--- src/rtl/mem_arbiter_pkg.sv ---
// Shared definitions for the memory-port arbiter: access size / byte-strobe
// types and the arbiter state enum. Optional round-robin tie-break is
// selected with MEM_ARBITER_RR_EN (see arb_pick).
package mem_arbiter_pkg;

   typedef logic [2:0] msize_t;
   typedef logic [7:0] strobe_t;

   localparam int     XLEN       = 64;
   localparam msize_t SIZE_DWORD = 3'b011;  // instruction fetches are always 8 bytes

   typedef enum logic [2:0] {
      IDLE,
      BUSY_I,
      BUSY_D,
      DONE_I,
      DONE_D
   } arb_state_t;

endpackage

--- src/rtl/arb_pick.sv ---
// Combinational grant select between the fetch (ibus) and data (dbus)
// requesters. Default build: fixed dbus priority. With MEM_ARBITER_RR_EN
// defined, a 1-bit last-grant pointer breaks ties in favour of the requester
// that was not granted last; out of reset the pointer makes dbus win the
// first tie, so early behaviour matches the fixed-priority build.
module arb_pick
   import mem_arbiter_pkg::*;
(
`ifdef MEM_ARBITER_RR_EN
   input  logic clk,
   input  logic rst,
`endif
   input  logic idle,
   input  logic ireq_valid,
   input  logic dreq_valid,
   output logic grant_i,
   output logic grant_d
);

`ifdef MEM_ARBITER_RR_EN
   logic last_d_reg;  // 1 when dbus received the most recent grant

   // Track which requester won the most recent grant.
   always_ff @(posedge clk) begin
      if (rst) begin
         last_d_reg <= 1'b0;
      end else if (grant_i || grant_d) begin
         last_d_reg <= grant_d;
      end
   end

   // On a tie, the requester that was not granted last wins.
   always_comb begin
      grant_d = 1'b0;
      grant_i = 1'b0;
      if (idle) begin
         if (dreq_valid && ireq_valid) begin
            grant_d = ~last_d_reg;
            grant_i = last_d_reg;
         end else begin
            grant_d = dreq_valid;
            grant_i = ireq_valid;
         end
      end
   end
`else
   // Fixed priority: dbus always wins a tie.
   always_comb begin
      grant_d = idle & dreq_valid;
      grant_i = idle & ireq_valid & ~dreq_valid;
   end
`endif

endmodule

--- src/rtl/mem_arbiter.sv ---
// Two-requester arbiter (fetch / data) in front of a single-beat shared
// memory port. One transaction in flight at a time; request fields are
// captured at grant so requesters may change inputs while busy. Tie-break
// policy is chosen by MEM_ARBITER_RR_EN (undefined = fixed dbus priority).
module mem_arbiter
   import mem_arbiter_pkg::*;
(
   input  logic            clk,
   input  logic            rst,
   input  logic            ireq_valid,
   input  logic [XLEN-1:0] ireq_addr,
   output logic            iresp_ok,
   output logic [XLEN-1:0] iresp_data,
   input  logic            dreq_valid,
   input  logic [XLEN-1:0] dreq_addr,
   input  msize_t          dreq_size,
   input  strobe_t         dreq_strobe,
   input  logic [XLEN-1:0] dreq_data,
   output logic            dresp_ok,
   output logic [XLEN-1:0] dresp_data,
   output logic            creq_valid,
   output logic [XLEN-1:0] creq_addr,
   output msize_t          creq_size,
   output strobe_t         creq_strobe,
   output logic [XLEN-1:0] creq_data,
   input  logic            cresp_ok,
   input  logic [XLEN-1:0] cresp_data
);

   arb_state_t      state_reg;
   logic [XLEN-1:0] addr_reg;
   msize_t          size_reg;
   strobe_t         strobe_reg;
   logic [XLEN-1:0] wdata_reg;
   logic [XLEN-1:0] rdata_reg;
   logic            creq_valid_reg;
   logic            iresp_ok_reg;
   logic            dresp_ok_reg;
   logic            grant_i;
   logic            grant_d;
   logic            idle;

   assign idle = (state_reg == IDLE);

   arb_pick u_pick (
`ifdef MEM_ARBITER_RR_EN
      .clk        (clk),
      .rst        (rst),
`endif
      .idle       (idle),
      .ireq_valid (ireq_valid),
      .dreq_valid (dreq_valid),
      .grant_i    (grant_i),
      .grant_d    (grant_d)
   );

   // Arbiter FSM: grant, capture request, wait for the port, pulse completion.
   always_ff @(posedge clk) begin
      if (rst) begin
         state_reg      <= IDLE;
         addr_reg       <= '0;
         size_reg       <= '0;
         strobe_reg     <= '0;
         wdata_reg      <= '0;
         rdata_reg      <= '0;
         creq_valid_reg <= 1'b0;
         iresp_ok_reg   <= 1'b0;
         dresp_ok_reg   <= 1'b0;
      end else begin
         iresp_ok_reg <= 1'b0;
         dresp_ok_reg <= 1'b0;
         case (state_reg)
            IDLE: begin
               if (grant_d) begin
                  addr_reg       <= dreq_addr;
                  size_reg       <= dreq_size;
                  strobe_reg     <= dreq_strobe;
                  wdata_reg      <= dreq_data;
                  creq_valid_reg <= 1'b1;
                  state_reg      <= BUSY_D;
               end else if (grant_i) begin
                  addr_reg       <= ireq_addr;
                  size_reg       <= SIZE_DWORD;
                  strobe_reg     <= '0;
                  wdata_reg      <= '0;
                  creq_valid_reg <= 1'b1;
                  state_reg      <= BUSY_I;
               end
            end
            BUSY_I, BUSY_D: begin
               // Without a response everything holds, so creq_* stays stable.
               if (cresp_ok) begin
                  rdata_reg      <= cresp_data;
                  creq_valid_reg <= 1'b0;
                  if (state_reg == BUSY_I) begin
                     iresp_ok_reg <= 1'b1;
                     state_reg    <= DONE_I;
                  end else begin
                     dresp_ok_reg <= 1'b1;
                     state_reg    <= DONE_D;
                  end
               end
            end
            // Always return through IDLE so a requester dropping valid right
            // after its pulse is never granted a second time.
            DONE_I, DONE_D: state_reg <= IDLE;
            default:        state_reg <= IDLE;
         endcase
      end
   end

   assign creq_valid  = creq_valid_reg;
   assign creq_addr   = addr_reg;
   assign creq_size   = size_reg;
   assign creq_strobe = strobe_reg;
   assign creq_data   = wdata_reg;
   assign iresp_ok    = iresp_ok_reg;
   assign dresp_ok    = dresp_ok_reg;
   assign iresp_data  = iresp_ok_reg ? rdata_reg : '0;
   assign dresp_data  = dresp_ok_reg ? rdata_reg : '0;

endmodule

--- config.mk ---
export PLATFORM = sky130hd
export DESIGN_NAME = mem_arbiter
export DESIGN_NICKNAME = d
export VERILOG_FILES = /design/src/rtl/mem_arbiter_pkg.sv /design/src/rtl/arb_pick.sv /design/src/rtl/mem_arbiter.sv
export SDC_FILE = /design/constraint.sdc
export NUM_CORES = 1
export LEC_CHECK = 0
export CORE_AREA = 3 3 209 211
export DETAILED_ROUTE_END_ITERATION = 12
export DIE_AREA = 0 0 212 214
export PLACE_DENSITY = 0.53
export SLEW_MARGIN = 10
export SYNTH_ARGS = -nofsm -noshare
export SYNTH_HDL_FRONTEND = slang
export SYNTH_SLANG_ARGS = --single-unit
--- constraint.sdc ---
create_clock -name clk -period 1.6 [get_ports clk]
set_input_delay 0.32 -clock clk [delete_from_list [all_inputs] [get_ports clk]]
set_output_delay 0.32 -clock clk [all_outputs]
set_load 0.005 [all_outputs]
==> flow_metrics.env, run 1 <==
export IMPL_outcome="complete, but fails checks"
export IMPL_failed_checks="setup timing"
export IMPL_finalSetupViolCount=130
export IMPL_htreeDepth=1
export IMPL_grt_pass1_wl_um=56200
export IMPL_gr_usage_all_layers_pct=15.8
export IMPL_drtPass1Iterations=4
export IMPL_rr_worst_depth=4
export IMPL_start_util_pct=20.5
export IMPL_cts_root_buf="clkbuf_16"
export IMPL_yosys_warnings=0
export IMPL_wl_per_cell_um=19.7
export IMPL_worstPathCellList="buf_12 -> buf_8 -> buf_16 -> buf_8 -> and2_4 -> buf_6"
export IMPL_endpoint="dresp_data[29]"
export IMPL_path_clk_slew_ns=0.06
export IMPL_ys_ff_latch=209
export IMPL_reg2reg_slack_ns=0.08
export IMPL_power_share_clock_pct=40.2
export IMPL_setup_ws_ns=-0.420
export IMPL_path_common_cell="buf_8"
export IMPL_first_iter_violations=391
export IMPL_crit_path_end_kind="output port"
export IMPL_syn_num_nets=1189
export IMPL_synth_distinct_cells=27
export IMPL_r2r_start="state_reg[0]"
export IMPL_slew_violations=0
export IMPL_p_sw_uw=3990
export IMPL_synth_top_cells_by_area="dfxtp_1 (49%), and2_1 (9.4%), a22o_1 (7.6%), mux2i_1 (7.5%), nand2_1 (5.9%)"
export IMPL_postCtsHoldBufs=0
export IMPL_rsz0062_at_grt="true"
export IMPL_power_per_cell_area_nw_per_um2=913
export IMPL_critical_path_required_ns=1.28
export IMPL_die_w_um=212
export IMPL_worst_pin_slew_ns=0.439
export IMPL_die_h_um=214
export IMPL_drive_gt1_share_pct=27.4
export IMPL_grt_pass1_vias=9094
export IMPL_numPortBuffers=541
export IMPL_synthesis_area_um2=8600
export IMPL_clock_latency_ns=0.54
export IMPL_synth_top_area_share_pct=48.7
export IMPL_pwr_share_comb_pct=21.0
export IMPL_viasPerCell=4.46
export IMPL_slowest_stage="dfxtp_4"
export IMPL_worstPathArrival_ns=1.70
export IMPL_cts_sinks=209
export IMPL_coreArea_um2=41900
export IMPL_drcViolationCount=0
export IMPL_ys_seq_area_share_pct=48.7
export IMPL_cts_inserted_buffers=26
export IMPL_skew_ns=0.00734
export IMPL_whs_ns=0.296
export IMPL_ir_worst_vdd_uv=677
export IMPL_grt_overflow_total=0
export IMPL_dr_total_vias=9218
export IMPL_grt_max_degree=64
export IMPL_antenna_left=0
export IMPL_syn_inst=917
export IMPL_worst_hold_path_type="in -> reg"
export IMPL_critical_path_class="reg -> out"
export IMPL_synth_area_leader_cell="dfxtp_1"
export IMPL_die_area_um2=45400
export IMPL_min_period_ns=2.02
export IMPL_relSlewSlack_pct=70.5
export IMPL_antenna_found_initial=3
export IMPL_max_freq_ghz=0.495
export IMPL_synthToLayoutAreaGrowth_pct=96.8
export IMPL_wl_um=40600
export IMPL_crit_path_start_kind="register"
export IMPL_cap_violations=0
export IMPL_routabilityCongestion=0.785
export IMPL_r2r_end="creq_data[27]"
export IMPL_crit_start="dresp_ok"
export IMPL_syn_avg_cell_area_um2=9.37
export IMPL_cts_buffer_depth=3
export IMPL_layoutNonFillerInstCount=2066
export IMPL_netSwitchingFraction_pct=25.8
export IMPL_fp_row_count=75
export IMPL_finalHoldViolations=0
export IMPL_timing_final_crit_share_pct=126
export IMPL_cts_tree="built"
export IMPL_diodes=0
export IMPL_pin_count=542
export IMPL_crit_fanout=5
export IMPL_final_nets=1779
export IMPL_hpwl_um=27500
export IMPL_dp_cells=1961
export IMPL_cp_slowest_stage_delay_ns=0.39
export IMPL_internal_power_uw=11500
export IMPL_power_leakage_uw=0.00734
export IMPL_seq_power_share_pct=38.8
## cell usage in the layout, fill, tap and decap left out, types with 60 or more instances in the layout
master,n
clkdlybuf4s50_1,270
dfxtp_1,199
dlygate4sd2_1,140
nand2_1,134
and2_4,110
buf_6,110
a22o_1,75
mux2i_1,64
a21oi_1,63
o22ai_1,62
a211oi_1,60
## layout make-up
type	instances	area [um^2]
clock buffer	39	781
clock inverter	9	130
fill	4109	25000
inverter	3	13.8
multi-input combinational	610	4250
sequential	209	4200
tap	539	674
timing repair buffer	657	6860
## power groups by stage
stage / clock network, uW / registers [uW] / logic, uW
after global placement: 0 / 6080 / 3130
final: 6210 / 5990 / 3240
after detailed placement: 0 / 6090 / 3150
after CTS: 6400 / 5980 / 3120
after global routing: 6600 / 6050 / 3510
after floorplan: 0 / 6050 / 1170
## worst max-delay path, delay by kind of cell, from the launching register on
family,cells,cell delay [ns]
buffers and inverters,5,0.62
DFF,1,0.39
and+or+nand+nor,1,0.15
## Yosys cell counts
cell type and count:
nor3b_1 1, a211oi_1 62, or4b_4 1, nor4_1 5, and2_1 129, buf_6 7
buf_2 14, o221a_2 2, nor2_8 1, nand2_1 134, nor3_1 2, a22o_1 75
inv_1 2, a21oi_1 64, nor3_4 1, a2111oi_0 1, dfxtp_1 209, xnor2_1 1
mux2i_1 64, nand2b_1 1, or2_2 1, o21ai_0 3, clkbuf_1 62, buf_1 5
inv_2 1, o22ai_1 62, buf_4 7
## metrics by stage
step                      worst slack (ns)  util [%]  area (um^2)  power (uW)  setup TNS (ns)
after floorplan                     0.0622         -         8600        7220               0
after global placement              -0.445      35.6        14900        9210          -71.27
after detailed placement            -0.463      35.6        14900        9240          -72.96
after CTS                           -0.612      38.3        16100       15500          -52.91
after global routing                -0.481      40.3        16900       16200          -44.45
final                               -0.420      40.3        16900       15400          -36.96
## metal layers
layer	share of wire (%)	vias up	GRT usage [%]	wire, um
met2	51	396	28.9	20800
met4	1.7	2	3.42	697
met3	8.7	43	4.98	3520
met1	38	4326	17.7	15600
met5	0.042	-	0	17
li1	-	4451	-	-
## worst min path at each step
stage          cells past startpoint           from            end  slack, ns
2_1_floorplan                      2   rdata_reg[0]   rdata_reg[0]       0.44
3_3_place_gp                       2  rdata_reg[39]  rdata_reg[39]       0.45
3_5_place_dp                       1  creq_addr[33]  creq_addr[33]       0.46
4_1_cts                            3            rst   state_reg[1]       0.28
5_1_grt                            3            rst   state_reg[2]       0.31
6_report                           3            rst   state_reg[2]       0.30
## cell families (layout without fill, tap and decap cells)
group	count (synthesis)	count (layout)	synth area share (%)
buf+inv	98	708	5.40
flops	209	209	48.7
xor+xnor	1	1	0.102
compound gates	269	269	21.8
simple gates	276	276	16.5
mux	64	64	7.45
## repair_timing
action                                  4_1_cts  5_1_grt
endpoints found under the hold margin         0        0
gates resized for setup                     460      365
pin swaps                                    12       14
endpoints found under the setup margin      362      235
buffers inserted                             20       24
cloned                                        9       10
(Power assumes the default switching activity.)
==> run 2, diff against run 1 <==
--- a/config.mk
+++ b/config.mk
@@ -5,9 +5,10 @@
 export SDC_FILE = /design/constraint.sdc
 export NUM_CORES = 1
 export LEC_CHECK = 0
-export CORE_AREA = 3 3 209 211
+export ABC_AREA = 1
+export CORE_AREA = 3 3 212 214
 export DETAILED_ROUTE_END_ITERATION = 12
-export DIE_AREA = 0 0 212 214
+export DIE_AREA = 0 0 215 217
 export PLACE_DENSITY = 0.53
 export SLEW_MARGIN = 10
 export SYNTH_ARGS = -nofsm -noshare
==> constraint.sdc (replaced) <==
create_clock -name clk -period 2.2 [get_ports clk]
set_input_delay 0.44 -clock clk [delete_from_list [all_inputs] [get_ports clk]]
set_output_delay 0.44 -clock clk [all_outputs]
set_load 0.005 [all_outputs]
==> run 2 against run 1 <==
Effect of this change: the flow now finishes without violations; combinational power up 44%; count of clock-buffer cells in the layout unchanged; register-to-register slack better by 0.55 ns.
==> flow_metrics.env, run 2 <==
export IMPL_outcome="finished, final reports clean"
export IMPL_die_h_um=217
export IMPL_coreArea_um2=43100
export IMPL_pin_count=542
export IMPL_syn_num_nets=1736
export IMPL_wl_per_cell_um=15.8
export IMPL_final_common_cell="nand2_1"
export IMPL_synth_top_family_by_area="simple AND/OR/NAND/NOR gates"
export IMPL_die_area_um2=46700
export IMPL_final_util_pct=39.5
export IMPL_slew_violations=0
export IMPL_crit_path_start_kind="register"
export IMPL_hpwl_um=29800
export IMPL_synth_top_area_share_pct=41.4
export IMPL_skew_ns=0.0202
export IMPL_wl_um=41000
export IMPL_first_iter_violations=501
export IMPL_postCtsHoldBufs=0
export IMPL_power_per_cell_area_nw_per_um2=806
export IMPL_syn_inst=1464
export IMPL_power_leakage_uw=0.00852
export IMPL_postSynth_asyncResetShare_pct=0
export IMPL_grt_overflow_total=0
export IMPL_grt_pass1_wl_um=61800
export IMPL_crit_path_end_kind="output port"
export IMPL_cts_buffer_depth=3
export IMPL_drcViolationCount=0
export IMPL_min_period_ns=2.12
export IMPL_timing_final_crit_share_pct=96.2
export IMPL_antenna_found_initial=5
export IMPL_cts_tree="built"
export IMPL_relSlewSlack_pct=65.0
export IMPL_synthMuxAreaShare_pct=0
export IMPL_synthesis_area_um2=10100
export IMPL_critical_path_class="reg -> out"
export IMPL_rr_worst_depth=7
export IMPL_final_cell_mix="nand2_1 (472), clkdlybuf4s50_1 (412), inv_1 (261)"
export IMPL_worstPathArrival_ns=1.68
export IMPL_synth_area_leader_cell="dfxtp_1"
export IMPL_cts_sinks=209
export IMPL_worst_pin_slew_ns=0.524
export IMPL_ys_seq_area_share_pct=41.4
export IMPL_synth_top_cells_by_area="dfxtp_1 (41%), nand2_1 (18%), inv_1 (9.7%), nand3_2 (5.7%), a21oi_2 (5.0%)"
export IMPL_max_freq_ghz=0.473
export IMPL_critical_path_required_ns=1.76
export IMPL_synth_distinct_cells=23
export IMPL_reg2reg_slack_ns=0.63
export IMPL_grt_pass1_vias=10663
export IMPL_final_nets=2255
export IMPL_ys_ff_latch=209
export IMPL_ir_worst_vdd_uv=483
export IMPL_gr_usage_all_layers_pct=16.6
export IMPL_routabilityCongestion=0.828
export IMPL_path_clk_slew_ns=0.06
export IMPL_synthAdderAreaFrac_pct=0
export IMPL_yosys_warnings=0
export IMPL_synth_ff_type="dfxtp_1"
export IMPL_crit_fanout=6
export IMPL_synth_xor_area_share_pct=0
export IMPL_grt_max_degree=94
export IMPL_rsz0062_at_grt="true"
export IMPL_synthToLayoutAreaGrowth_pct=68.5
export IMPL_yosysMostFrequentCell="nand2_1"
export IMPL_viasPerCell=4.14
export IMPL_die_w_um=215
export IMPL_cap_violations=0
export IMPL_dr_total_vias=10735
export IMPL_htreeDepth=1
export IMPL_finalSetupViolCount=0
export IMPL_finalPower_uw=13700
export IMPL_finalHoldViolations=0
export IMPL_worst_hold_path_type="in -> reg"
export IMPL_syn_avg_cell_area_um2=6.90
export IMPL_synthSimpleGateAreaFrac_pct=29.8
export IMPL_drive_gt1_share_pct=10.8
export IMPL_antenna_left=0
export IMPL_synth_common_cells="nand2_1 (475), inv_1 (262), dfxtp_1 (209)"
export IMPL_hold_depth=2
export IMPL_numPortBuffers=541
export IMPL_synth_compound_area_share_pct=12.4
export IMPL_drtPass1Iterations=4
export IMPL_cts_inserted_buffers=26
export IMPL_fp_row_count=76
export IMPL_clock_latency_ns=0.55
export IMPL_final_fill_count=4550
export IMPL_cts_root_buf="clkbuf_16"
export IMPL_start_util_pct=23.5
export IMPL_synth_edff_count=0
[run 2: cell types whose count changed in the layout (fill, tap and decap cells not counted), moves of 64 or more]
cell,previous run,this run
and2_4,110,0
nor2_1,0,135
mux2i_1,64,0
buf_6,110,2
clkdlybuf4s50_1,270,412
inv_1,1,261
nand2_1,134,472
a22o_1,75,0
[run 2: power by group]
part           internal, uW  switching [uW]  total [uW]
clock network          2470            1720        4190
logic                  2310            2350        4650
registers              4440             429        4870
[run 2: worst paths after layout]
| kind | from | end |
|---|---|---|
| max reg2reg | state_reg[0] | creq_addr[18] |
| min | rst | creq_addr[8] |
| min reg2reg | creq_data[38] | creq_data[38] |
| max | dresp_ok | dresp_data[8] |
[run 2: layer usage]
| layer | share of wire (%) | GRT usage, % |
|---|---|---|
| met4 | 2.8 | 5.09 |
| met1 | 42 | 19.7 |
| met5 | 0.073 | 0 |
| met2 | 47 | 28.6 |
| met3 | 8.7 | 5.46 |
[run 2: cells by family (layout without fill, tap and decap cells)]
group	Yosys count	in the layout
AOI/OAI and AO/OA	207	207
buffers and inverters	359	898
DFF	209	209
other	0	2
and+or+nand+nor	689	689
[run 2: metrics by stage]
step / setup slack [ns] / hold WS (ns) / setup TNS (ns) / area, um^2 / instances
floorplan: 0.752 / 0.455 / 0 / 10100 / 1464
finish: 0.0840 / 0.219 / 0 / 17000 / 2590
CTS: -0.130 / 0.195 / -0.748 / 17000 / 2583
detailed placement: 0.0337 / 0.453 / 0 / 16100 / 2527
global route: -0.00378 / 0.210 / -0.00378 / 17000 / 2589
global placement: 0.0525 / 0.446 / 0 / 16100 / 2527
[run 2: cell type report]
class	count	area, um^2	share of cell area [%]
Antenna cell	2	5.00	0.0294
Clock buffer	39	749	4.40
Clock inverter	9	86.3	0.507
Inverter	265	997	5.86
Multi-Input combinational cell	896	4270	25.1
Sequential cell	209	4190	24.6
Tap cell	585	732	4.30
Timing Repair Buffer	585	5990	35.2
[run 2: timing repair]
action | in CTS | in global routing
gates resized for setup | 133 | 9
gates cloned | 4 | 0
buffers inserted | 4 | 5
endpoints found under the setup margin | 124 | 8
[run 2: critical path: stages (launching register included)]
cell             delay, ns
dfxtp_4               0.37
buf_4                 0.15
nand2_1               0.06
inv_1                 0.05
clkdlybuf4s50_1       0.50
